### config.mk
export PLATFORM = sky130hd
export DESIGN_NAME = atm_controller
export DESIGN_NICKNAME = d
export VERILOG_FILES = /design/src/rtl/atm_controller.sv
export SDC_FILE = /design/constraint.sdc
export NUM_CORES = 1
export LEC_CHECK = 0
export CORE_MARGIN = 2
export CORE_UTILIZATION = 40
export CTS_CLUSTER_DIAMETER = 50
export DETAILED_ROUTE_END_ITERATION = 10
export PLACE_DENSITY_LB_ADDON = 0.25
export SETUP_SLACK_MARGIN = 0.05
export SLEW_MARGIN = 25
export SYNTH_ARGS = -nofsm -noshare
export SYNTH_HDL_FRONTEND = slang
export SYNTH_SLANG_ARGS = --single-unit
### constraint.sdc
create_clock -name clk -period 8.69 [get_ports clk]
set_input_delay 1.3035 -clock clk [delete_from_list [all_inputs] [get_ports clk]]
set_output_delay 1.3035 -clock clk [all_outputs]
set_load 0.005 [all_outputs]
### src/rtl/atm_controller.sv
// Four-state ATM request controller: IDLE -> CHECK -> UPDATE -> RESP over a bank of account balances.
// Optional feature macro: ATM_TXN_COUNT_EN adds a 16-bit txn_count output of successful responses.
module atm_controller #(
  parameter int N_ACC    = 15,
  parameter int ACC_W    = 4,
  parameter int BAL_W    = 10,
  parameter int INIT_BAL = 100
) (
  input  logic             clk,
  input  logic             rst,
  input  logic             req_valid,
  output logic             req_ready,
  input  logic [1:0]       select,
  input  logic [ACC_W-1:0] accnumber_origin,
  input  logic [ACC_W-1:0] accnumber_purpose,
  input  logic [BAL_W-1:0] amount,
  output logic             resp_valid,
  output logic [1:0]       result,
  output logic [BAL_W-1:0] inventory
`ifdef ATM_TXN_COUNT_EN
  ,
  output logic [15:0]      txn_count
`endif
);

  typedef enum logic [1:0] {S_IDLE, S_CHECK, S_UPDATE, S_RESP} state_t;

  localparam logic [1:0] OP_QUERY    = 2'd1;
  localparam logic [1:0] OP_WITHDRAW = 2'd2;
  localparam logic [1:0] OP_TRANSFER = 2'd3;
  localparam logic [1:0] RES_REJECT  = 2'd0;
  localparam logic [1:0] RES_INSUF   = 2'd1;
  localparam logic [1:0] RES_REFUSED = 2'd2;
  localparam logic [1:0] RES_OK      = 2'd3;
  localparam logic [ACC_W:0]   LP_N_ACC = (ACC_W+1)'(N_ACC);
  localparam logic [BAL_W-1:0] LP_INIT  = BAL_W'(INIT_BAL);
  localparam logic [BAL_W-1:0] LP_MAX   = {BAL_W{1'b1}};

  state_t r_state, w_next;
  logic [1:0]       r_sel;
  logic [ACC_W-1:0] r_orig, r_dest;
  logic [BAL_W-1:0] r_amt;
  logic [BAL_W-1:0] r_bal [N_ACC];
  logic [1:0]       r_res;
  logic [BAL_W-1:0] r_inv, r_new_o, r_new_d;
  logic             r_wr_o, r_wr_d;
  logic             r_resp_valid;
  logic [1:0]       r_result;
  logic [BAL_W-1:0] r_inventory;

  logic             w_orig_ok, w_dest_ok;
  logic [BAL_W-1:0] w_bal_o, w_bal_d, w_room;
  logic [1:0]       w_res;
  logic [BAL_W-1:0] w_inv, w_new_o, w_new_d;
  logic             w_wr_o, w_wr_d;

  assign w_orig_ok = ({1'b0, r_orig} < LP_N_ACC);
  assign w_dest_ok = ({1'b0, r_dest} < LP_N_ACC);
  assign w_bal_o   = w_orig_ok ? r_bal[r_orig] : '0;
  assign w_bal_d   = w_dest_ok ? r_bal[r_dest] : '0;
  // Destination can absorb the credit only if it does not exceed the remaining headroom.
  assign w_room    = LP_MAX - r_amt;

  assign req_ready  = (r_state == S_IDLE) && !rst;
  assign resp_valid = r_resp_valid;
  assign result     = r_result;
  assign inventory  = r_inventory;

  always_ff @(posedge clk or posedge rst) begin
    if (rst) r_state <= S_IDLE;
    else     r_state <= w_next;
  end

  always_comb begin
    w_next = r_state;
    case (r_state)
      S_IDLE:   w_next = req_valid ? S_CHECK : S_IDLE;
      S_CHECK:  w_next = S_UPDATE;
      S_UPDATE: w_next = S_RESP;
      S_RESP:   w_next = S_IDLE;
      default:  w_next = S_IDLE;
    endcase
  end

  always_comb begin
    w_res   = RES_REJECT;
    w_inv   = '0;
    w_wr_o  = 1'b0;
    w_wr_d  = 1'b0;
    w_new_o = w_bal_o;
    w_new_d = w_bal_d;
    case (r_sel)
      OP_QUERY: begin
        if (w_orig_ok) begin
          w_res = RES_OK;
          w_inv = w_bal_o;
        end else begin
          w_res = RES_REJECT;
        end
      end
      OP_WITHDRAW: begin
        if (!w_orig_ok) begin
          w_res = RES_REJECT;
        end else if (w_bal_o >= r_amt) begin
          w_res   = RES_OK;
          w_wr_o  = 1'b1;
          w_new_o = w_bal_o - r_amt;
          w_inv   = w_bal_o - r_amt;
        end else begin
          w_res = RES_INSUF;
          w_inv = w_bal_o;
        end
      end
      OP_TRANSFER: begin
        if (!(w_orig_ok && w_dest_ok)) begin
          w_res = RES_REJECT;
        end else if (w_bal_o < r_amt) begin
          w_res = RES_REFUSED;
          w_inv = w_bal_o;
        end else if (r_orig == r_dest) begin
          // Self-transfer nets to zero, so the headroom test does not apply.
          w_res = RES_OK;
          w_inv = w_bal_o;
        end else if (w_bal_d > w_room) begin
          w_res = RES_REFUSED;
          w_inv = w_bal_o;
        end else begin
          w_res   = RES_OK;
          w_wr_o  = 1'b1;
          w_wr_d  = 1'b1;
          w_new_o = w_bal_o - r_amt;
          w_new_d = w_bal_d + r_amt;
          w_inv   = w_bal_o - r_amt;
        end
      end
      default: w_res = RES_REJECT;
    endcase
  end

  always_ff @(posedge clk or posedge rst) begin
    if (rst) begin
      r_sel        <= 2'd0;
      r_orig       <= '0;
      r_dest       <= '0;
      r_amt        <= '0;
      r_res        <= RES_REJECT;
      r_inv        <= '0;
      r_new_o      <= '0;
      r_new_d      <= '0;
      r_wr_o       <= 1'b0;
      r_wr_d       <= 1'b0;
      r_resp_valid <= 1'b0;
      r_result     <= RES_REJECT;
      r_inventory  <= '0;
      for (int i = 0; i < N_ACC; i++) r_bal[i] <= LP_INIT;
    end else begin
      r_resp_valid <= 1'b0;
      case (r_state)
        S_IDLE: begin
          if (req_valid) begin
            r_sel  <= select;
            r_orig <= accnumber_origin;
            r_dest <= accnumber_purpose;
            r_amt  <= amount;
          end
        end
        S_CHECK: begin
          r_res   <= w_res;
          r_inv   <= w_inv;
          r_wr_o  <= w_wr_o;
          r_wr_d  <= w_wr_d;
          r_new_o <= w_new_o;
          r_new_d <= w_new_d;
        end
        S_UPDATE: begin
          // All balance writes of the transaction land on this one edge.
          for (int i = 0; i < N_ACC; i++) begin
            if (r_wr_o && (r_orig == ACC_W'(i)))      r_bal[i] <= r_new_o;
            else if (r_wr_d && (r_dest == ACC_W'(i))) r_bal[i] <= r_new_d;
          end
          r_resp_valid <= 1'b1;
          r_result     <= r_res;
          r_inventory  <= r_inv;
        end
        default: r_resp_valid <= 1'b0;
      endcase
    end
  end

`ifdef ATM_TXN_COUNT_EN
  logic [15:0] r_txn_count;
  assign txn_count = r_txn_count;

  always_ff @(posedge clk or posedge rst) begin
    if (rst)                                            r_txn_count <= 16'd0;
    else if ((r_state == S_RESP) && (r_result == RES_OK)) r_txn_count <= r_txn_count + 16'd1;
  end
`endif

endmodule

* Word-level counts from Yosys, hierarchy flattened
Cells that the tools add are included.
** Word-level totals
- Input port bits :: 23
- Bits in latches :: 0
- Logic and storage cells :: 216
- Output and inout bits :: 14
- Memory bits (writable) :: 0
- ROM bits :: 0
- Register bits :: 219
- Memories :: 0
** Cells by class
- Multiply operators :: 0
- Reduce and logical (&&, ||, !) cells :: 67
- Shift-type cells :: 0
- Magnitude comparators :: 7
- Equal/unequal tests :: 35
- Bitwise gates (word level) :: 2
- Muxes and demuxes :: 73
- Add/sub/neg operators :: 3
- Div/mod/pow operators :: 0
** Operator list (count)
- 2-to-1 mux 10 bit :: 50
- binary-select mux 10 bit (select 4 bit) :: 2
- equality test 4 bit, second input constant :: 14
- equality test 4 x 3 -> 1 bit, second input constant :: 8
- logical AND 1 bit :: 32
- AND reduction 2 bit :: 16
- case mux 10 bit (3 select lines) :: 1
- nonzero test 2 bit :: 15
- case mux 10 bit (2 select lines) :: 1
- equality test 4 x 2 -> 1 bit, second input constant :: 4
- 2-to-1 mux 1 bit :: 12
- adder 10 bit :: 1
- greater-or-equal comparator 10 bit :: 1
- greater-or-equal comparator 5 bit, second input constant :: 2
- > comparator 10 bit :: 1
- less-than comparator 10 bit :: 1
- inverter 4 -> 5 bit :: 2
- subtractor 10 bit :: 1
- subtractor 10 bit, first input constant :: 1
- equality test 2 bit, second input constant :: 4
- equality test 4 x 1 -> 1 bit, second input constant :: 2
- logical NOT 4 bit :: 2
- less-than comparator 4 bit, second input constant :: 2
- 2-to-1 mux 2 bit :: 4
- 7 further kinds :: 8

* Depth between registers and ports, before layout
Gate-level depths: netlist (run 1).
- Word-level depth :: 11
- Mapped depth :: 19
- Gate-level depth less buffers :: 14

* Least setup slack after synthesis (run 1)
Ideal clock, no wire load.
- Kind :: reg-to-reg
- Start :: register r_dest[0]
- End :: register r_inv[8]
- Data required time :: 8.564 ns
- Path buffers :: 3
- Library setup time :: 0.126 ns
- Setup slack :: 4.718 ns
- Stages on the path, launching flop included :: 14
- Data arrival time :: 3.846 ns
- Clock period less this slack :: 3.972 ns
- Path through :: dfrtp_1 > buf_2 > buf_6 > buf_2 > mux4_2 > mux4_2 > ha_1 > nand4_2 > or3_1 > a21oi_2 > o31ai_4 > a21o_1 > and3b_4 > a221o_1
** On the way
- Word-level cells in the longest chain between the ends :: 11
- Elaborated cells between the ends (all ways) :: 14
- Classes of those cells :: order compare: 2; eq/ne: 1; mux: 9; bitwise: 1; reduce/logical: 1
** RTL lines
- from (decl) :: RTL line 41 : logic [ACC_W-1:0] r_orig, r_dest;
- from (signal assigned) :: RTL line 163 : r_dest <= accnumber_purpose;
- inverter 4 -> 5 bit (implied by the code) :: RTL line 60 : assign w_bal_d = w_dest_ok ? r_bal[r_dest] : '0;
- binary-select mux 10 bit (select 4 bit) :: RTL line 60
- 2-to-1 mux 10 bit (implied by the code) (2 in a row) :: RTL line 60
- 2-to-1 mux 10 bit :: RTL line 60
- > comparator 10 bit :: RTL line 124 : end else if (w_bal_d > w_room) begin
- 2-to-1 mux 10 bit :: RTL line 124
- 2-to-1 mux 10 bit :: RTL line 120 : end else if (r_orig == r_dest) begin
- 2-to-1 mux 10 bit :: RTL line 117 : end else if (w_bal_o < r_amt) begin
- 2-to-1 mux 10 bit * :: RTL line 115 : if (!(w_orig_ok && w_dest_ok)) begin
- case mux 10 bit (3 select lines) * :: RTL line 92 : case (r_sel)
- to (signal assigned) :: RTL line 169 : r_inv <= w_inv;
- to (decl) :: RTL line 45 : logic [BAL_W-1:0] r_inv, r_new_o, r_new_d;
Mark *: on every way between the ends. The rest lies on a longest branch, timed or not. The select of a mux whose other input is x is not followed.
A chain may end at the register's enable or synchronous reset.

* Worst setup path after layout (run 1)
- Start :: register r_orig[1]
- End :: register r_new_d[1]
** On the way
- Word-level cells in the longest chain between the ends :: 9
- Elaborated cells between the ends (all ways) :: 13
- Classes of those cells :: order compare: 2; eq/ne: 1; mux: 8; bitwise: 1; reduce/logical: 1
** RTL lines
- from (decl) :: RTL line 41
- from (signal assigned) :: RTL line 162 : r_orig <= accnumber_origin;
- inverter 4 -> 5 bit (implied by the code) :: RTL line 59 : assign w_bal_o = w_orig_ok ? r_bal[r_orig] : '0;
- binary-select mux 10 bit (select 4 bit) :: RTL line 59
- 2-to-1 mux 10 bit (implied by the code) (2 in a row) :: RTL line 59
- 2-to-1 mux 10 bit :: RTL line 59
- less-than comparator 10 bit :: RTL line 117
- 2-to-1 mux 10 bit :: RTL line 117
- 2-to-1 mux 10 bit * :: RTL line 115
- 2-to-1 mux 10 bit * :: RTL line 92
- to (signal assigned) :: RTL line 173 : r_new_d <= w_new_d;
- to (decl) :: RTL line 45
Marked as above.

==> impl_results.html, run 1 <==
<table>
<tr><th>Metric</th><th>Value</th></tr>
<tr><th colspan="2">Routing</th></tr>
<tr><td>Average via count per standard cell</td><td>between 5 and 6</td></tr>
<tr><td>Final routed DRC violation total</td><td>0</td></tr>
<tr><td>Remaining antenna violation count</td><td>0</td></tr>
<tr><td>Detailed router's first-iteration violation count</td><td>just over 1000</td></tr>
<tr><td>Final routed wirelength across all metal layers</td><td>41500 µm</td></tr>
<tr><td>Average routed wire per standard cell</td><td>about 23 µm</td></tr>
<tr><td>Count of vias placed by the detailed router</td><td>10500</td></tr>
<tr><td>First-pass DRT Iterations</td><td>5</td></tr>
<tr><th colspan="2">Power and ir drop</th></tr>
<tr><td>Internal power</td><td>approximately 2.6 mW</td></tr>
<tr><td>Clock network fraction of design power</td><td>32.4%</td></tr>
<tr><td>Seq pwr share</td><td>between 30 and 40%</td></tr>
<tr><td>VDD IR-drop max</td><td>0.183 mV</td></tr>
<tr><td>P_leak</td><td>~6.4 nW</td></tr>
<tr><td>Power share of the combinational group</td><td>31.8%</td></tr>
<tr><td>Total net switching power</td><td>1.72 mW</td></tr>
<tr><td>P per Cell Area</td><td>roughly 280 nW/µm²</td></tr>
<tr><td>Fraction of power spent switching nets</td><td>39.4%</td></tr>
<tr><th colspan="2">Final layout</th></tr>
<tr><td>Count of antenna diodes in the layout</td><td>0</td></tr>
<tr><td>Number of fill cells in the layout</td><td>just over 3000</td></tr>
<tr><td>Commonest cells after routing, fill and taps aside</td><td>nand2_1, o21ai_0, mux2i_1, dfrtp_1, mux4_2</td></tr>
<tr><td>Layout Cells excl Fill</td><td>1767</td></tr>
<tr><td>Leading cell type in the layout, fill and taps excluded</td><td>nand2_1</td></tr>
<tr><td>Finished Cell Area</td><td>approximately 15000 µm²</td></tr>
<tr><td>P&amp;R area growth vs syn</td><td>13.6%</td></tr>
<tr><td>Final net count</td><td>about 1300</td></tr>
<tr><td>Proportion of layout cells with a drive suffix above 1</td><td>around a fifth</td></tr>
<tr><td>Final Core Density</td><td>a little under half</td></tr>
<tr><th colspan="2">Floorplanning</th></tr>
<tr><td>Standard-cell rows</td><td>67</td></tr>
<tr><td>Width of the die</td><td>roughly 190 µm</td></tr>
<tr><td>Die ar.</td><td>between 30000 and 40000 µm²</td></tr>
<tr><td>Die extent in y</td><td>188 µm</td></tr>
<tr><td>Initial Utilization</td><td>40.6%</td></tr>
<tr><td>Boundary Pins</td><td>37</td></tr>
<tr><td>Core area</td><td>between 30000 and 40000 µm²</td></tr>
<tr><th colspan="2">Logic synthesis</th></tr>
<tr><td>Post-synthesis net count</td><td>1357</td></tr>
<tr><td>Yosys warning total</td><td>0</td></tr>
<tr><td>Number of instances in the synthesized netlist</td><td>between 1000 and 1500</td></tr>
<tr><td>Flip-flop and latch count after synthesis</td><td>219</td></tr>
<tr><td>Post-synthesis instance area</td><td>around 14000 µm²</td></tr>
<tr><td>Post-synth ARST share</td><td>100%</td></tr>
<tr><td>Leading register cell type out of synthesis</td><td>dfrtp_1</td></tr>
<tr><td>Mean cell area of the mapped netlist</td><td>10.4 µm²</td></tr>
<tr><td>Distinct cell type count of the synthesized netlist</td><td>60</td></tr>
<tr><td>Number of enable flip-flop cells after synthesis</td><td>0</td></tr>
<tr><td>Sequential fraction of the synthesis area</td><td>between 40% and 50%</td></tr>
<tr><th colspan="2">Timing</th></tr>
<tr><td>Worst Clk Skew</td><td>0.0396 ns</td></tr>
<tr><td>Final cycle utilization of the critical path</td><td>between 50% and 60%</td></tr>
<tr><td>Number of max-slew violations in the final report</td><td>0</td></tr>
<tr><td>Final count of negative-setup-slack endpoints</td><td>0</td></tr>
<tr><td>Time the worst path needs with I/O delays and setup</td><td>just over 5 ns</td></tr>
<tr><td>Final Hold Vio Count</td><td>0</td></tr>
<tr><td>Slew margin rel.</td><td>between 20% and 30%</td></tr>
<tr><td>Worst Hold Margin</td><td>about 0.49 ns</td></tr>
<tr><td>Total Negative Setup Slacks</td><td>0 ns</td></tr>
<tr><td>RSZ-0062 raised after global routing</td><td>no</td></tr>
<tr><td>Maximum clock rate</td><td>between 150 and 200 MHz</td></tr>
<tr><td>Transition time at the pin with the least slew margin</td><td>~1.1 ns</td></tr>
<tr><th colspan="2">GRT</th></tr>
<tr><td>Global-route usage over all layers</td><td>a little under a quarter</td></tr>
<tr><td>Wire length of the first global-routing pass</td><td>roughly 65000 µm</td></tr>
<tr><td>Maximum number of pins on one net before global-route repair</td><td>77</td></tr>
<tr><td>Vias in the first global route</td><td>10300</td></tr>
<tr><td>Initial antenna violation count</td><td>0</td></tr>
<tr><td>Grt ovf</td><td>0</td></tr>
<tr><th colspan="2">Clock tree</th></tr>
<tr><td>Clock tree from TritonCTS</td><td>yes</td></tr>
<tr><td>Max Root-Sink Buffers</td><td>3</td></tr>
<tr><td>Number of buffers inserted during clock tree synthesis</td><td>35</td></tr>
<tr><td>Buffers inserted during post-CTS setup optimization</td><td>0</td></tr>
<tr><td>Count of cells resized by post-cts repair</td><td>0</td></tr>
<tr><td>Clock root cell</td><td>clkbuf_16</td></tr>
<tr><td>Number of sinks driven by the clock tree</td><td>approximately 220</td></tr>
<tr><td>CTS H-tree depth</td><td>2</td></tr>
<tr><td>Reg clk slew, reported paths</td><td>0.06 ns</td></tr>
<tr><td>Skew-Pair Late Insertion Delay</td><td>approximately 0.53 ns</td></tr>
<tr><td>Hold buffers post-CTS</td><td>0</td></tr>
<tr><th colspan="2">Setup path</th></tr>
<tr><td>Maximum fanout along the worst path</td><td>28</td></tr>
<tr><td>Worst EP required</td><td>roughly 9.2 ns</td></tr>
<tr><td>Data arrival at the endpoint of the critical path</td><td>around 5.6 ns</td></tr>
<tr><td>Startpoint kind of the worst setup timing path</td><td>flip-flop</td></tr>
<tr><td>Worst reg-to-reg path cell count</td><td>14</td></tr>
<tr><td>Kind of end point of the critical path</td><td>flip-flop</td></tr>
<tr><td>Type of the setup path with the least slack</td><td>reg2reg</td></tr>
<tr><th colspan="2">Min path</th></tr>
<tr><td>Hold Path Class</td><td>reg2reg</td></tr>
<tr><td>Depth of the worst hold-timing path</td><td>2</td></tr>
<tr><th colspan="2">Placed design</th></tr>
<tr><td>Number of port buffers</td><td>36</td></tr>
<tr><td>Instance area at placement</td><td>about 14000 µm²</td></tr>
<tr><td>Number of placed cells counting well taps</td><td>1703</td></tr>
<tr><td>Detail Placement HPWL</td><td>approximately 28000 µm</td></tr>
<tr><td>Routability Congestion</td><td>0.929</td></tr>
<tr><th colspan="2">Status</th></tr>
<tr><td>Run status</td><td>completed</td></tr>
<tr><th colspan="2">Job</th></tr>
<tr><td>Max-cap viol count</td><td>0</td></tr>
</table>
[per-stage QoR]
step / setup slack (ns) / total power [mW]
after global routing: 3.26 / 4.59
final: 3.52 / 4.37
after CTS: 3.56 / 4.38
after floorplan: 1.47 / 2.51
after detailed placement: 3.56 / 2.94
after global placement: 3.63 / 2.93
[final timing paths]
| kind | start | to | slack, ns |
|---|---|---|---|
| min in group asynchronous | rst | r_inv[7]$_DFFE_PP0N_ | 1.26 |
| max in group asynchronous | rst | r_orig[0]$_DFFE_PP0P_ | 6.24 |
| min reg2reg | r_bal[132]$_DFFE_PP1P_ | r_bal[132]$_DFFE_PP1P_ | 0.49 |
| max reg2reg | r_orig[1]$_DFFE_PP0P_ | r_new_d[1]$_DFFE_PP0N_ | 3.52 |
| max | r_orig[1]$_DFFE_PP0P_ | r_new_d[1]$_DFFE_PP0N_ | 3.52 |
| min | r_bal[132]$_DFFE_PP1P_ | r_bal[132]$_DFFE_PP1P_ | 0.49 |
[state kept, by name, indices dropped and copies added, names as in the netlist, 4 cells and up]
| register | count |
|---|---|
| inventory | 10 |
| r_amt | 10 |
| r_bal | 150 |
| r_dest | 4 |
| r_inv | 10 |
| r_new_d | 10 |
| r_new_o | 10 |
| r_orig | 4 |
[Yosys cell counts (all sizes together), types with 6 or more instances]
master	n	area, µm²
o21ai	195	976
inv	24	90.1
nand2b	13	81.3
nand4	7	50.1
nand3	6	30.0
a21o	9	67.6
nor2b	9	56.3
ha	25	313
nor2	64	243
a21oi	42	214
mux4	77	1730
dfrtp	174	4350
nor3	9	56.3
dfstp	45	1180
mux2i	177	1770
xor2	6	52.6
o221ai	6	52.6
nand2	199	747
clkbuf	67	251
buf	42	208
xnor2	12	105
nand3b	8	60.1
mux2	35	394
[final cells by class]
class | count | area, µm² | area share, %
Sequential cell | 219 | 5540 | 35.9
Timing Repair Buffer | 57 | 526 | 3.40
Multi-Input combinational cell | 955 | 7530 | 48.8
Clock inverter | 23 | 256 | 1.66
Inverter | 24 | 97.6 | 0.632
Clock buffer | 41 | 930 | 6.02
Tap cell | 448 | 561 | 3.63
[per-layer routing]
layer | track usage [%] | part of all wire (%) | vias up
met5 | 0 | 0 | -
li1 | - | - | 4700
met4 | 8.57 | 3.5 | 0
met2 | 35.9 | 45 | 391
met1 | 34.5 | 45 | 5280
met3 | 4.12 | 6.5 | 88
[worst max-delay path, cell delays in order (launching register included)]
cell and delay [ns]:
dfrtp_2 0.64, buf_4 0.39, nor2b_1 0.77, a21oi_1 0.17, a21oi_1 0.17, a21oi_1 0.16, ha_1 0.33, fa_1 0.41
nand2b_1 0.20, a211oi_1 0.28, o41a_1 0.29, nor2_2 0.10, nor3_4 0.61, mux2_2 0.41, a21oi_1 0.13
[power by group through the flow]
stage | clock (mW) | sequential (mW) | combinational [mW]
after floorplan | 0 | 1.28 | 1.23
after global placement | 0 | 1.57 | 1.36
after detailed placement | 0 | 1.56 | 1.38
after CTS | 1.44 | 1.56 | 1.39
after global routing | 1.48 | 1.59 | 1.52
final | 1.41 | 1.57 | 1.39
[cell families (layout without fill, tap and decap cells)]
| logic type | after synthesis | count (layout) | share of synthesized area, % |
|---|---|---|---|
| compound gates | 292 | 292 | 12.3 |
| xor+xnor | 18 | 18 | 1.16 |
| fa+ha+maj | 27 | 27 | 2.60 |
| buf+inv | 133 | 145 | 4.04 |
| flops | 219 | 219 | 40.8 |
| mux | 289 | 289 | 28.7 |
| simple gates | 329 | 329 | 10.5 |
(Power assumes the default switching activity.)
==> run 2: changes to the inputs <==
==> constraint.sdc (replaced) <==
create_clock -name clk -period 4.2 [get_ports clk]
set_input_delay 0.63 -clock clk [delete_from_list [all_inputs] [get_ports clk]]
set_output_delay 0.63 -clock clk [all_outputs]
set_load 0.005 [all_outputs]
==> run 2 against run 1 <==
Setup slack worse by 3.3 ns; via count increased by 1.4%; clock skew down 0.027 ns; total power is 110% higher; worst hold slack worse by 0.035 ns; final cell count up 2.2%.
==> impl_results.html, run 2 (synthesis results as in run 1) <==
<table>
<tr><th>Metric</th><th>Value</th></tr>
<tr><th colspan="2">Floorplanning</th></tr>
<tr><td>Width of the die</td><td>188 µm (unchanged)</td></tr>
<tr><td>Standard-cell rows</td><td>67 (unchanged)</td></tr>
<tr><td>Die extent in y</td><td>188 µm (unchanged)</td></tr>
<tr><td>Initial Utilization</td><td>40.6% (unchanged)</td></tr>
<tr><td>Core area</td><td>33400 µm² (unchanged)</td></tr>
<tr><td>Boundary Pins</td><td>37 (unchanged)</td></tr>
<tr><td>Die ar.</td><td>35500 µm² (unchanged)</td></tr>
<tr><th colspan="2">Timing</th></tr>
<tr><td>Slew margin rel.</td><td>35.0% (+5.8 points)</td></tr>
<tr><td>Number of max-slew violations in the final report</td><td>0 (unchanged)</td></tr>
<tr><td>Transition time at the pin with the least slew margin</td><td>0.975 ns (-0.0867 ns)</td></tr>
<tr><td>Final count of negative-setup-slack endpoints</td><td>0 (unchanged)</td></tr>
<tr><td>Maximum clock rate</td><td>250 MHz (+29%)</td></tr>
<tr><td>Final cycle utilization of the critical path</td><td>95.2% (+36 points)</td></tr>
<tr><td>RSZ-0062 raised after global routing</td><td>yes</td></tr>
<tr><td>Time the worst path needs with I/O delays and setup</td><td>4.00 ns (-1.17 ns)</td></tr>
<tr><td>Final Hold Vio Count</td><td>0 (unchanged)</td></tr>
<tr><td>Total Negative Setup Slacks</td><td>0 ns (unchanged)</td></tr>
<tr><td>Worst Clk Skew</td><td>0.0126 ns (-0.0271 ns)</td></tr>
<tr><th colspan="2">Final layout</th></tr>
<tr><td>Commonest cells after routing, fill and taps aside</td><td>nand2_1, o21ai_0, mux2i_1, dfrtp_1, mux4_2</td></tr>
<tr><td>P&amp;R area growth vs syn</td><td>17.0%</td></tr>
<tr><td>Final net count</td><td>1383 (+3.1%)</td></tr>
<tr><td>Leading cell type in the layout, fill and taps excluded</td><td>nand2_1</td></tr>
<tr><td>Most flops, register</td><td>r_bal</td></tr>
<tr><td>Number of flip-flops in the largest register</td><td>150 (unchanged)</td></tr>
<tr><td>Count of antenna diodes in the layout</td><td>0 (unchanged)</td></tr>
<tr><td>Finished Cell Area</td><td>15900 µm² (+3.0%)</td></tr>
<tr><td>Proportion of layout cells with a drive suffix above 1</td><td>22.3% (+2.5 points)</td></tr>
<tr><th colspan="2">Clock tree</th></tr>
<tr><td>Hold buffers post-CTS</td><td>0 (unchanged)</td></tr>
<tr><td>Number of buffers inserted during clock tree synthesis</td><td>31 (-11%)</td></tr>
<tr><td>Number of sinks driven by the clock tree</td><td>219 (unchanged)</td></tr>
<tr><td>Clock tree from TritonCTS</td><td>yes</td></tr>
<tr><td>Skew-Pair Late Insertion Delay</td><td>0.58 ns (+0.05 ns)</td></tr>
<tr><td>Clock root cell</td><td>clkbuf_16</td></tr>
<tr><td>CTS H-tree depth</td><td>1 (-1)</td></tr>
<tr><td>Max Root-Sink Buffers</td><td>3 (unchanged)</td></tr>
<tr><td>Reg clk slew, reported paths</td><td>0.06 ns (about the same)</td></tr>
<tr><th colspan="2">GRT</th></tr>
<tr><td>Grt ovf</td><td>0 (unchanged)</td></tr>
<tr><td>Initial antenna violation count</td><td>0 (unchanged)</td></tr>
<tr><td>Global-route usage over all layers</td><td>24.8% (+0.95 points)</td></tr>
<tr><td>Vias in the first global route</td><td>10500 (+1.9%)</td></tr>
<tr><td>Wire length of the first global-routing pass</td><td>66200 µm (+2.5%)</td></tr>
<tr><td>Maximum number of pins on one net before global-route repair</td><td>88 (+14%)</td></tr>
<tr><th colspan="2">Routing</th></tr>
<tr><td>Final routed DRC violation total</td><td>0 (unchanged)</td></tr>
<tr><td>Remaining antenna violation count</td><td>0 (unchanged)</td></tr>
<tr><td>First-pass DRT Iterations</td><td>6 (+1)</td></tr>
<tr><td>Final routed wirelength across all metal layers</td><td>43200 µm (+4.1%)</td></tr>
<tr><td>Average via count per standard cell</td><td>5.87 (-0.77%)</td></tr>
<tr><td>Count of vias placed by the detailed router</td><td>10600 (+1.4%)</td></tr>
<tr><td>Average routed wire per standard cell</td><td>23.9 µm (+1.9%)</td></tr>
<tr><td>Detailed router's first-iteration violation count</td><td>947 (-6.1%)</td></tr>
<tr><th colspan="2">Setup path</th></tr>
<tr><td>Cell type group with the largest total delay on the critical path</td><td>compound AO/OA/AOI/OAI gates</td></tr>
<tr><td>Type of the setup path with the least slack</td><td>reg2reg</td></tr>
<tr><td>Startpoint kind of the worst setup timing path</td><td>flip-flop</td></tr>
<tr><td>Critical-path cell with the highest stage delay</td><td>mux4_2</td></tr>
<tr><td>Data arrival at the endpoint of the critical path</td><td>4.46 ns (-1.17 ns)</td></tr>
<tr><td>Maximum fanout along the worst path</td><td>25 (-11%)</td></tr>
<tr><td>Cell mode on critical path</td><td>mux4_2</td></tr>
<tr><td>Crit-path max cell delay</td><td>0.56 ns (-0.21 ns)</td></tr>
<tr><td>Worst EP required</td><td>4.66 ns (-4.49 ns)</td></tr>
<tr><td>Ordered list of cells on the worst path</td><td>buf_12 -&gt; buf_4 -&gt; mux4_2 -&gt; mux4_2 -&gt; ha_1 -&gt; a211o_1 -&gt; and3_1 -&gt; o41a_1 -&gt; o22ai_2 -&gt; a211oi_4 -&gt; and2_1 -&gt; a221o_1</td></tr>
<tr><td>Worst path buffer plus inverter count</td><td>2 (+1)</td></tr>
<tr><td>Kind of end point of the critical path</td><td>flip-flop</td></tr>
<tr><th colspan="2">Power and ir drop</th></tr>
<tr><td>Power Total</td><td>9.37 mW (+110%)</td></tr>
<tr><td>P_leak</td><td>6.61 nW (+3.7%)</td></tr>
<tr><td>VDD IR-drop max</td><td>0.364 mV (+99%)</td></tr>
<tr><td>P per Cell Area</td><td>590 nW/µm² (+110%)</td></tr>
<tr><th colspan="2">Min path</th></tr>
<tr><td>Hold Path Class</td><td>in2async</td></tr>
<tr><th colspan="2">Placed design</th></tr>
<tr><td>Detail Placement HPWL</td><td>30000 µm (+6.7%)</td></tr>
<tr><td>Instance area at placement</td><td>14700 µm² (+3.1%)</td></tr>
<tr><td>Number of port buffers</td><td>36 (unchanged)</td></tr>
<tr><td>Routability Congestion</td><td>0.925 (-0.39%)</td></tr>
<tr><th colspan="2">Job</th></tr>
<tr><td>Max-cap viol count</td><td>0 (unchanged)</td></tr>
<tr><th colspan="2">Status</th></tr>
<tr><td>Run status</td><td>completed</td></tr>
</table>
run 2: layer usage:
layer / up-vias / routed length (µm) / GRT usage, %
li1: 4779 / - / -
met1: 5294 / 18400 / 33.3
met2: 417 / 19400 / 38.3
met3: 118 / 3170 / 5.72
met4: 0 / 2240 / 11.2
met5: - / 0 / 0
run 2: what timing repair did:
| item | CTS | global route |
|---|---|---|
| hold endpoints to repair | 0 | 0 |
| setup endpoints to repair | 0 | 31 |
| resized for setup | 0 | 10 |
| buffers inserted | 0 | 3 |
run 2: worst paths after layout:
| path | from | end | slack, ns | cells past startpoint |
|---|---|---|---|---|
| max | r_orig[1]$_DFFE_PP0P_ | r_new_o[8]$_DFFE_PP0N_ | 0.20 | 12 |
| min | rst | inventory[8]$_DFFE_PP0P_ | 0.45 | 2 |
| max reg2reg | r_orig[1]$_DFFE_PP0P_ | r_new_o[8]$_DFFE_PP0N_ | 0.20 | 12 |
| min reg2reg | r_bal[52]$_DFFE_PP1P_ | r_bal[52]$_DFFE_PP1P_ | 0.49 | 2 |
| max in group asynchronous | rst | r_orig[0]$_DFFE_PP0P_ | 2.85 | 3 |
| min in group clk | r_bal[52]$_DFFE_PP1P_ | r_bal[52]$_DFFE_PP1P_ | 0.49 | 2 |
run 2: stage by stage:
step           instances  setup WS [ns]  util (%)  hold slack [ns]
2_1_floorplan       1307          0.228         -            0.449
3_3_place_gp        1745          0.261      43.9            0.473
3_5_place_dp        1745          0.190      43.9            0.478
4_1_cts             1803          0.166      47.3            0.441
5_1_grt             1806         0.0441      47.5            0.502
6_report            1806          0.200      47.5            0.454
run 2: report_power, final:
group	internal, mW	total, mW	switching [mW]
Clock	1.79	2.83	1.04
Combinational	1.58	3.31	1.73
Sequential	2.40	3.23	0.829
Total	5.77	9.37	3.60
run 2: cell type report:
type,count,area (µm²)
tap,448,561
sequential,219,5540
fill,3103,17500
clock buffer,41,917
clock inverter,17,220
timing repair buffer,102,1010
multi-input combinational,955,7560
inverter,24,93.8
==> run 3: changes to the inputs <==
--- a/config.mk
+++ b/config.mk
@@ -8,6 +8,7 @@
 export CORE_MARGIN = 2
 export CORE_UTILIZATION = 40
 export CTS_CLUSTER_DIAMETER = 50
+export CTS_CLUSTER_SIZE = 25
 export DETAILED_ROUTE_END_ITERATION = 10
 export PLACE_DENSITY_LB_ADDON = 0.25
 export SETUP_SLACK_MARGIN = 0.05
==> run 3 against run 2 <==
Sequential share of layout area is 0.33 points higher; critical path depth unchanged; critical endpoint is now r_new_d[8]$_DFFE_PP0N_; total power is 3.4% lower; critical path type unchanged; highest routed layer unchanged.
==> impl_results.html, run 3 (synthesis results as in run 1) <==
<table>
<tr><th>Metric</th><th>Value</th></tr>
<tr><th colspan="2">Timing</th></tr>
<tr><td>RSZ-0062 raised after global routing</td><td>yes</td></tr>
<tr><td>Final cycle utilization of the critical path</td><td>95.0% (-0.24 points)</td></tr>
<tr><td>Maximum clock rate</td><td>251 MHz (+0.26%)</td></tr>
<tr><td>Time the worst path needs with I/O delays and setup</td><td>3.99 ns (-0.0103 ns)</td></tr>
<tr><td>Total Negative Setup Slacks</td><td>0 ns (unchanged)</td></tr>
<tr><td>Number of max-slew violations in the final report</td><td>0 (unchanged)</td></tr>
<tr><td>Slew margin rel.</td><td>35.6% (+0.62 points)</td></tr>
<tr><td>Transition time at the pin with the least slew margin</td><td>0.966 ns (-0.00921 ns)</td></tr>
<tr><td>Final Hold Vio Count</td><td>0 (unchanged)</td></tr>
<tr><td>Final count of negative-setup-slack endpoints</td><td>0 (unchanged)</td></tr>
<tr><td>Worst Clk Skew</td><td>0.0220 ns (+0.00940 ns)</td></tr>
<tr><th colspan="2">Job</th></tr>
<tr><td>Max-cap viol count</td><td>0 (unchanged)</td></tr>
<tr><th colspan="2">Placed design</th></tr>
<tr><td>Detail Placement HPWL</td><td>30000 µm (unchanged)</td></tr>
<tr><td>Number of port buffers</td><td>36 (unchanged)</td></tr>
<tr><td>Routability Congestion</td><td>0.925 (unchanged)</td></tr>
<tr><td>Number of placed cells counting well taps</td><td>1745 (unchanged)</td></tr>
<tr><th colspan="2">Status</th></tr>
<tr><td>Run status</td><td>completed</td></tr>
<tr><th colspan="2">GRT</th></tr>
<tr><td>Grt ovf</td><td>0 (unchanged)</td></tr>
<tr><td>Wire length of the first global-routing pass</td><td>66100 µm (-0.10%)</td></tr>
<tr><td>Vias in the first global route</td><td>10500 (+0.0095%)</td></tr>
<tr><td>Global-route usage over all layers</td><td>24.7% (-0.044 points)</td></tr>
<tr><td>Maximum number of pins on one net before global-route repair</td><td>88 (unchanged)</td></tr>
<tr><td>Initial antenna violation count</td><td>0 (unchanged)</td></tr>
<tr><th colspan="2">Setup path</th></tr>
<tr><td>Kind of end point of the critical path</td><td>flip-flop</td></tr>
<tr><td>Cell mode on critical path</td><td>mux4_2</td></tr>
<tr><td>Startpoint kind of the worst setup timing path</td><td>flip-flop</td></tr>
<tr><td>Maximum fanout along the worst path</td><td>29 (+16%)</td></tr>
<tr><td>Crit-path max cell delay</td><td>0.57 ns (about the same)</td></tr>
<tr><td>Ordered list of cells on the worst path</td><td>buf_12 -&gt; mux4_2 -&gt; mux4_2 -&gt; ha_1 -&gt; nand4_2 -&gt; or3_1 -&gt; a21oi_2 -&gt; o31ai_4 -&gt; nor3_4 -&gt; buf_4 -&gt; mux2i_1 -&gt; a21oi_1</td></tr>
<tr><td>Worst EP required</td><td>4.63 ns (-0.03 ns)</td></tr>
<tr><td>Data arrival at the endpoint of the critical path</td><td>4.42 ns (-0.04 ns)</td></tr>
<tr><td>Type of the setup path with the least slack</td><td>reg2reg</td></tr>
<tr><td>Critical-path cell with the highest stage delay</td><td>mux4_2</td></tr>
<tr><th colspan="2">Power and ir drop</th></tr>
<tr><td>Seq pwr share</td><td>35.6% (+1.1 points)</td></tr>
<tr><td>Fraction of power spent switching nets</td><td>39.3% (+0.89 points)</td></tr>
<tr><td>Total net switching power</td><td>3.56 mW (-1.1%)</td></tr>
<tr><td>P_leak</td><td>6.54 nW (-1.0%)</td></tr>
<tr><td>Clock network fraction of design power</td><td>27.9% (-2.3 points)</td></tr>
<tr><td>Power share of the combinational group</td><td>36.5% (+1.2 points)</td></tr>
<tr><td>Power Total</td><td>9.06 mW (-3.4%)</td></tr>
<tr><td>Internal power</td><td>5.49 mW (-4.8%)</td></tr>
<tr><td>VDD IR-drop max</td><td>0.397 mV (+9.0%)</td></tr>
<tr><td>P per Cell Area</td><td>575 nW/µm² (-2.5%)</td></tr>
<tr><th colspan="2">Routing</th></tr>
<tr><td>Count of vias placed by the detailed router</td><td>10600 (-0.37%)</td></tr>
<tr><td>Average routed wire per standard cell</td><td>23.9 µm (about the same)</td></tr>
<tr><td>Detailed router's first-iteration violation count</td><td>1020 (+7.7%)</td></tr>
<tr><td>First-pass DRT Iterations</td><td>6 (unchanged)</td></tr>
<tr><td>Final routed DRC violation total</td><td>0 (unchanged)</td></tr>
<tr><td>Average via count per standard cell</td><td>5.86 (-0.20%)</td></tr>
<tr><td>Final routed wirelength across all metal layers</td><td>43100 µm (-0.16%)</td></tr>
<tr><td>Remaining antenna violation count</td><td>0 (unchanged)</td></tr>
<tr><th colspan="2">Final layout</th></tr>
<tr><td>Commonest cells after routing, fill and taps aside</td><td>nand2_1, o21ai_0, mux2i_1, dfrtp_1, mux4_2</td></tr>
<tr><td>Final Core Density</td><td>47.1% (-0.45 points)</td></tr>
<tr><td>Leading cell type in the layout, fill and taps excluded</td><td>nand2_1</td></tr>
<tr><td>Most flops, register</td><td>r_bal</td></tr>
<tr><td>Count of antenna diodes in the layout</td><td>0 (unchanged)</td></tr>
<tr><td>Number of flip-flops in the largest register</td><td>150 (unchanged)</td></tr>
<tr><td>Layout Cells excl Fill</td><td>1803 (-0.17%)</td></tr>
<tr><td>P&amp;R area growth vs syn</td><td>15.9%</td></tr>
<tr><td>Number of fill cells in the layout</td><td>3128 (+0.81%)</td></tr>
<tr><td>Proportion of layout cells with a drive suffix above 1</td><td>22.2% (-0.098 points)</td></tr>
<tr><td>Final net count</td><td>1382 (-0.072%)</td></tr>
<tr><th colspan="2">Floorplanning</th></tr>
<tr><td>Boundary Pins</td><td>37 (unchanged)</td></tr>
<tr><td>Die extent in y</td><td>188 µm (unchanged)</td></tr>
<tr><td>Core area</td><td>33400 µm² (unchanged)</td></tr>
<tr><td>Initial Utilization</td><td>40.6% (unchanged)</td></tr>
<tr><td>Die ar.</td><td>35500 µm² (unchanged)</td></tr>
<tr><td>Standard-cell rows</td><td>67 (unchanged)</td></tr>
<tr><td>Width of the die</td><td>188 µm (unchanged)</td></tr>
<tr><th colspan="2">Clock tree</th></tr>
<tr><td>Max Root-Sink Buffers</td><td>3 (unchanged)</td></tr>
<tr><td>Number of buffers inserted during clock tree synthesis</td><td>29 (-6.5%)</td></tr>
<tr><td>CTS H-tree depth</td><td>1 (unchanged)</td></tr>
<tr><td>Number of sinks driven by the clock tree</td><td>219 (unchanged)</td></tr>
<tr><td>Clock tree from TritonCTS</td><td>yes</td></tr>
<tr><td>Reg clk slew, reported paths</td><td>0.06 ns (about the same)</td></tr>
<tr><td>Hold buffers post-CTS</td><td>0 (unchanged)</td></tr>
<tr><td>Skew-Pair Late Insertion Delay</td><td>0.58 ns (about the same)</td></tr>
<tr><td>Clock root cell</td><td>clkbuf_16</td></tr>
<tr><th colspan="2">Min path</th></tr>
<tr><td>Hold Path Class</td><td>in2async</td></tr>
</table>
==> run 3: changes by cell type in the layout (fill, tap and decap cells not counted) <==
| cell | before | now |
|---|---|---|
| inv_4 | 1 | 0 |
| clkinvlp_4 | 6 | 5 |
| ha_2 | 1 | 4 |
| a211oi_4 | 1 | 0 |
| a211oi_2 | 2 | 3 |
| clkbuf_8 | 4 | 2 |
| ha_4 | 1 | 0 |
| bufinv_16 | 4 | 2 |
| clkinv_4 | 2 | 3 |
| ha_1 | 23 | 21 |
| clkbuf_16 | 34 | 31 |
| buf_6 | 1 | 2 |
| clkbuf_1 | 3 | 4 |
| clkinv_2 | 2 | 5 |
==> run 3: power by group through the flow <==
stage               sequential, mW  combinational (mW)  clock, mW
floorplan                     2.64                2.54          0
global placement              3.22                3.22          0
detailed placement            3.23                3.26          0
CTS                           3.20                3.28       2.58
global route                  3.26                3.61       2.67
finish                        3.23                3.30       2.53
==> run 3: worst paths after layout <==
path / start / to / slack (ns) / cells after the start
worst max-delay path: r_dest[0]$_DFFE_PP0P_ / r_new_d[8]$_DFFE_PP0N_ / 0.21 / 12
worst min-delay path: rst / inventory[8]$_DFFE_PP0P_ / 0.48 / 2
worst max register to register: r_dest[0]$_DFFE_PP0P_ / r_new_d[8]$_DFFE_PP0N_ / 0.21 / 12
worst min register to register: r_bal[52]$_DFFE_PP1P_ / r_bal[52]$_DFFE_PP1P_ / 0.49 / 2
max in group asynchronous: rst / r_orig[0]$_DFFE_PP0P_ / 2.84 / 3
min in group clk: r_bal[52]$_DFFE_PP1P_ / r_bal[52]$_DFFE_PP1P_ / 0.49 / 2
==> run 3: metrics by stage <==
step                area [µm²]  hold slack (ns)  setup WS (ns)
floorplan                13600            0.449          0.228
global placement         14700            0.473          0.261
detailed placement       14700            0.478          0.190
CTS                      15700            0.465          0.148
global route             15700            0.509         0.0448
finish                   15700            0.475          0.210
==> run 3: cell type report <==
type                       instances  area [µm²]  area share [%]
multi-input combinational        955        7540            47.9
sequential                       219        5540            35.2
timing repair buffer             103        1020            6.48
clock buffer                      37         818            5.20
tap                              448         561            3.56
clock inverter                    17         170            1.08
inverter                          24        93.8           0.596
==> run 3: per-layer routing <==
| metal | GRT usage [%] | vias up | part of all wire (%) | wire length, µm |
|---|---|---|---|---|
| li1 | - | 4781 | - | - |
| met2 | 38.1 | 384 | 45 | 19500 |
| met1 | 33.5 | 5291 | 42 | 18300 |
| met4 | 11.3 | 0 | 4.8 | 2070 |
| met5 | 0 | - | 0 | 0 |
| met3 | 5.36 | 113 | 7.5 | 3250 |
==> run 3: timing repair <==
item | 4_1_cts | 5_1_grt
endpoints found under the setup margin | 0 | 31
setup buffers | 0 | 4
gates resized for setup | 0 | 11
==> run 3: critical path: cells and delay by family, from the launching register on <==
kind | cells | cell delay (ns)
buffers and inverters | 2 | 0.38
AND/OR/NAND/NOR | 3 | 0.78
multiplexers | 3 | 1.41
AO/OA/AOI/OAI | 3 | 0.46
adder cells (fa/ha/maj) | 1 | 0.40
flip-flops | 1 | 0.41
==> RTL change 1 (flow settings as in run 3) <==
The parameter `BAL_W` goes from 10 to 11.
--- a/src/rtl/atm_controller.sv
+++ b/src/rtl/atm_controller.sv
@@ -4,5 +4,5 @@
   parameter int N_ACC    = 15,
   parameter int ACC_W    = 4,
-  parameter int BAL_W    = 10,
+  parameter int BAL_W    = 11,
   parameter int INIT_BAL = 100
 ) (
Ports: changed (resized amount and inventory); port bits go from 37 to 39. The function was not compared with the original's and may differ.
==> RTL change 1 against run 3 <==
  * Area after synthesis grew 9.5%
  * Synthesized cell count grew 13%
  * Combinational power grew 8.2%
  * Power grew 6.7%
  * Cell area grew 9.7%
  * Sequential cell count grew 20
  * Largest power group unchanged
  * Final cell count grew 11%
  * Setup slack lost 55 ps
  * Non-clock buffer count grew 17
  * First-iteration DRC count shrank 10%
  * Global-route usage grew 1.6 points
  * Wire length grew 17%
==> RTL change 1: results (changes against run 3) <==
Critical path
  • Arrival time at the worst endpoint: 4520 ps (+100 ps)
  • Largest fanout on the critical path: 26 (-10%)

Detailed routing
  • Detailed-route wire length on metal 1: 21300 microns (+17%)
  • Sum of met3 wire segment lengths after detailed routing: 4490 microns (+38%)
  • Detailed-routed wire length on met2: 22300 microns (+14%)
  • Number of violations reported at the end of detailed-routing iteration 0: 918 (-10%)
  • Detail-routed via count per cell: 6.03 (+2.9%)

Final layout
  • Share of the final layout cell area in sequential cells: 35.0% (-0.20 points)
  • Multi-input combinational area share: 47.5% (-0.40 points)
  • Fill cell count: 3391 (+8.4%)
  • Layout inverter count without the clock tree: 40 (+67%)
  • ClkCell Share: 6.55% (+0.28 points)
  • Number of clock-tree buffers in the layout: 31 (-16%)

Yosys
  • Post-synthesis sequential area ratio: 40.6% (-0.16 points)

Place
  • Quantity of I/O buffers inserted on ports: 38 (+5.6%)
  • Placed Instance Area: 16000 sq um (+8.9%)
  • GPL Wtd Cong: 0.932 (+0.66%)
  • Post-DP HPWL: 33500 microns (+12%)

Pwr
  • Leak: 7.02 nW (+7.3%)
  • Peak supply drop: 423 uV (+6.6%)

Global routing
  • Global-route usage over all layers: 26.4% (+1.6 points)
  • GR met3 Demand/Resource: 6.40% (+1.0 points)
  • Global-route wire length before repair: 75600 microns (+14%)

Clock network
  • Clock latency of the later-clocked register in the worst-skew pair: 600 ps (+20 ps)

Status
  • Outcome: finished clean
==> RTL change 1: cell families (layout without fill, tap and decap cells) <==
group                    after synthesis  after routing  share of synthesized area (%)
flip-flops                           239            239                           40.6
adder cells (fa/ha/maj)               29             29                           2.54
multiplexers                         263            263                           25.8
AND/OR/NAND/NOR                      394            394                           11.1
AO/OA/AOI/OAI                        366            366                           13.9
XOR/XNOR                              18             18                           1.06
buffers and inverters                165            218                           5.07
==> RTL change 1: stage by stage <==
step / power, W / hold WS [ps] / setup WS (ps) / TNS (ps)
after CTS: 0.00956 / 477 / 52.6 / 0
after global routing: 0.0101 / 511 / 54.2 / 0
after detailed placement: 0.00663 / 468 / -1.56 / -1.56
after global placement: 0.00659 / 462 / -0.773 / -0.773
final: 0.00967 / 478 / 155 / 0
after floorplan: 0.00541 / 441 / 466 / 0
==> RTL change 1: where the power goes <==
part / switching (W) / internal [W]
logic: 0.00191 / 0.00166
clock network: 0.00131 / 0.00158
registers: 0.000628 / 0.00257
==> RTL change 1: what timing repair did <==
action	in CTS	in global routing
resized for setup	1	16
gates cloned	0	0
pin swaps	0	0
setup endpoints to repair	3	32
buffers inserted	0	7
==> RTL change 1: worst paths after layout <==
kind,from,endpoint,slack (ps),cells after the start
worst max-delay path,r_dest[0],r_new_d[10],160,12
worst min-delay path,r_bal[27],r_bal[27],480,2
worst max register to register,r_dest[0],r_new_d[10],160,12
worst min register to register,r_bal[27],r_bal[27],480,2
max in group asynchronous,rst,r_bal[2],2690,3
min in group asynchronous,rst,inventory[8],550,2
==> RTL change 1: tightest hold or removal path, stage by stage, from the launching register on <==
cell and delay, ps:
sky130_fd_sc_hd__dfstp_2 370, sky130_fd_sc_hd__nand2_1 50, sky130_fd_sc_hd__o21ai_1 60
==> RTL change 2 (settings of run 3) <==
Made on the original files. The 4 states of `state_t` get a Gray code encoding in 2 bits.
--- a/src/rtl/atm_controller.sv
+++ b/src/rtl/atm_controller.sv
@@ -24,5 +24,5 @@
 );
 
-  typedef enum logic [1:0] {S_IDLE, S_CHECK, S_UPDATE, S_RESP} state_t;
+  typedef enum logic [1:0] {S_IDLE = 2'b00, S_CHECK = 2'b01, S_UPDATE = 2'b11, S_RESP = 2'b10} state_t;
 
   localparam logic [1:0] OP_QUERY    = 2'd1;
Check against the original RTL: no difference found for any inputs over 4 cycles, from zero or initial values and one cycle with rst high; so few cycles prove little.
==> RTL change 2 against run 3 <==
  * Via count up 2.8%
  * First-iteration DRC count down 14%
  * Count of clock-buffer cells in the layout down 3
  * Wire length up 1.8%
  * Cell area up 1.8%
  * Power up 30%
  * Sequential share of layout area down 0.60 points
  * Non-clock buffer count down 1
  * Area after synthesis up 1.7%
  * Sequential cell count unchanged
  * Synthesized cell count up 4.5%
  * Setup slack worse by 30 ps
  * Critical path type unchanged
  * Highest routed layer unchanged
==> RTL change 2: results (changes against run 3) <==
Status
  • Outcome: finished clean

Critical path
  • CP Launch Point: r_dest[0]
  • Largest stage delay, worst path: 550 ps (-20 ps)
  • Largest fanout on the critical path: 18 (-38%)
  • Capture point of the critical path: r_new_o[6]
  • Number of cells on the worst reg-to-reg path: 11 (-1)
  • Setup slack of the most critical reg-to-reg path: 180 ps (-30 ps)
  • Slowest cell on crit path: sky130_fd_sc_hd__mux4_2
  • Arrival time at the worst endpoint: 4510 ps (+90 ps)

Final layout
  • N_diodes: 0 (unchanged)
  • Reg with most FFs: r_bal
  • Max FFs per register: 150 (unchanged)
  • Fill cell count: 3197 (+2.2%)
  • Ratio of cells with drive above 1 in the final layout: 19.9% (-2.3 points)

Yosys
  • Dominant cells by area after synthesis: sky130_fd_sc_hd__dfrtp_1, sky130_fd_sc_hd__mux2i_1, sky130_fd_sc_hd__mux4_2
  • Yosys warns: 0 (unchanged)
  • Library cell with the highest instance count after synthesis: sky130_fd_sc_hd__nand2_1
  • Synthesized area per cell: 10.1 sq um (-2.7%)
  • Dominant register cell in the synthesized netlist: sky130_fd_sc_hd__dfrtp_1
  • Post-synthesis sequential area ratio: 40.1% (-0.67 points)
  • Number of nets in the synthesized netlist: 1412 (+4.1%)
  • Fraction of synthesis flops using an asynchronous set or reset pin: 100% (unchanged)
  • Synth unique cells: 68 (+13%)
  • Post-synth top cells: sky130_fd_sc_hd__nand2_1, sky130_fd_sc_hd__o21ai_0, sky130_fd_sc_hd__mux2i_1

Hold path
  • Type of the tightest min-delay check: reg -> reg
  • Worst hold path startpoint: inventory[0]

Detailed routing
  • Wire length per cell: 23.6 microns (-1.4%)
  • Detail-routed via count per cell: 5.84 (-0.40%)
  • Top routing layer in use: met4
  • Drt first pass iters: 5 (-1)
  • Sum of met3 wire segment lengths after detailed routing: 2730 microns (-16%)
  • Routed via count: 10865 (+2.8%)
  • Detailed-route wire length on metal 1: 19500 microns (+6.4%)
  • Number of violations reported at the end of detailed-routing iteration 0: 878 (-14%)
  • Detailed-routed wire length on met2: 20400 microns (+4.6%)

Clock network
  • Number of buffers created by CTS: 30 (+3.4%)
  • Register clock-pin slew on the reported worst setup and hold paths: 80 ps (+20 ps)
  • H-tree lvl count: 1 (unchanged)
  • CTS max path bufs: 3 (unchanged)
  • CTS Root Cell: sky130_fd_sc_hd__clkbuf_16
  • Clock latency of the later-clocked register in the worst-skew pair: roughly 600 ps

Timing
  • Final Hold Violating Endpoints: 0 (unchanged)
  • Largest clock skew in the final design: 21.5 ps (-0.522 ps)
  • Max-slew headroom at the worst pin: 36.8% (+1.1 points)

Place
  • Post-DP HPWL: 30800 microns (+2.6%)
  • Quantity of I/O buffers inserted on ports: 36 (unchanged)
  • GPL Wtd Cong: 0.892 (-3.6%)
  • Number of instances in the placed design: 1803 (+3.3%)

Global routing
  • Global-route usage over all layers: 24.9% (+0.18 points)
  • Global-route wire length before repair: 68400 microns (+3.4%)
  • Number of antenna violations at the first check in global routing: 0 (unchanged)
  • Maximum number of pins on one net before global-route repair: 90 (+2.3%)

Pwr
  • Leak: 6.80 nW (+3.9%)
  • Peak supply drop: 433 uV (+9.2%)
## RTL change 2: cell count changes in the layout (fill, tap and decap cells not counted), sizes merged, moves of 4 or more
| cell | change |
|---|---|
| nand2 | +38 |
| inv | +13 |
| a21oi | -12 |
| o211ai | +10 |
| o22ai | +8 |
| mux2 | -7 |
| a31oi | +6 |
| nand3 | +6 |
| mux4 | -5 |
| o2bb2ai | -5 |
| a211oi | +4 |
| ha | -4 |
## RTL change 2: where the power goes
group	switching (W)	internal, W	leakage [nW]
registers	0.00119	0.00280	2.80
clock network	0.00123	0.00152	0.534
logic	0.00269	0.00234	3.46
## RTL change 2: worst max-delay path: cells and delay by family (launching register included)
kind / cells / cell delay [ps]
AO/OA/AOI/OAI: 6 / 1550
multiplexers: 2 / 1060
flip-flops: 1 / 540
buffers and inverters: 2 / 370
adder cells (fa/ha/maj): 1 / 360
## RTL change 2: worst min path at each step
stage / endpoint / slack, ps / depth (start not counted)
after global placement: inventory[5] / 450 / 2
after detailed placement: inventory[7] / 460 / 2
final: inventory[0] / 480 / 2
after global routing: inventory[7] / 500 / 2
after CTS: inventory[7] / 480 / 2
after floorplan: inventory[8] / 440 / 2
## RTL change 2: area by class of cell
type                            instances  area share, %
Tap cell                              455           3.55
Clock inverter                         22           1.76
Sequential cell                       219           34.6
Inverter                               31          0.749
Timing Repair Buffer                  102           6.30
Multi-Input combinational cell        998           47.9
Clock buffer                           34           5.17
## RTL change 2: through the flow
step / hold WS, ps / utilization, % / worst slack, ps / cell area, sq um
final: 475 / 46.8 / 180 / 16000
after global routing: 498 / 46.8 / 3.79 / 16000
after CTS: 478 / 46.5 / 90.7 / 15900
after detailed placement: 464 / 43.2 / 69.9 / 14800
after global placement: 450 / 43.2 / 48.0 / 14800
after floorplan: 438 / - / 594 / 13800
## RTL change 2: cells by family after synthesis
kind of cell	Yosys count	synth area share [%]
buf+inv	149	4.91
simple gates	374	11.7
fa+ha+maj	23	2.19
xor+xnor	15	0.951
flops	219	40.1
mux	276	27.0
compound gates	310	13.2
## RTL change 2: what timing repair did
| action | CTS | global route |
|---|---|---|
| cloned | 0 | 0 |
| buffers inserted | 0 | 2 |
| pin swaps | 0 | 3 |
| hold buffers | 0 | 0 |
| setup endpoints to repair | 4 | 31 |
| resized for setup | 1 | 13 |
## RTL change 2: per-layer routing
| metal | vias up | track usage, % |
|---|---|---|
| met5 | - | 0 |
| met3 | 94 | 4.48 |
| met4 | 0 | 7.42 |
| met2 | 332 | 40.0 |
| li1 | 4969 | - |
| met1 | 5470 | 34.5 |
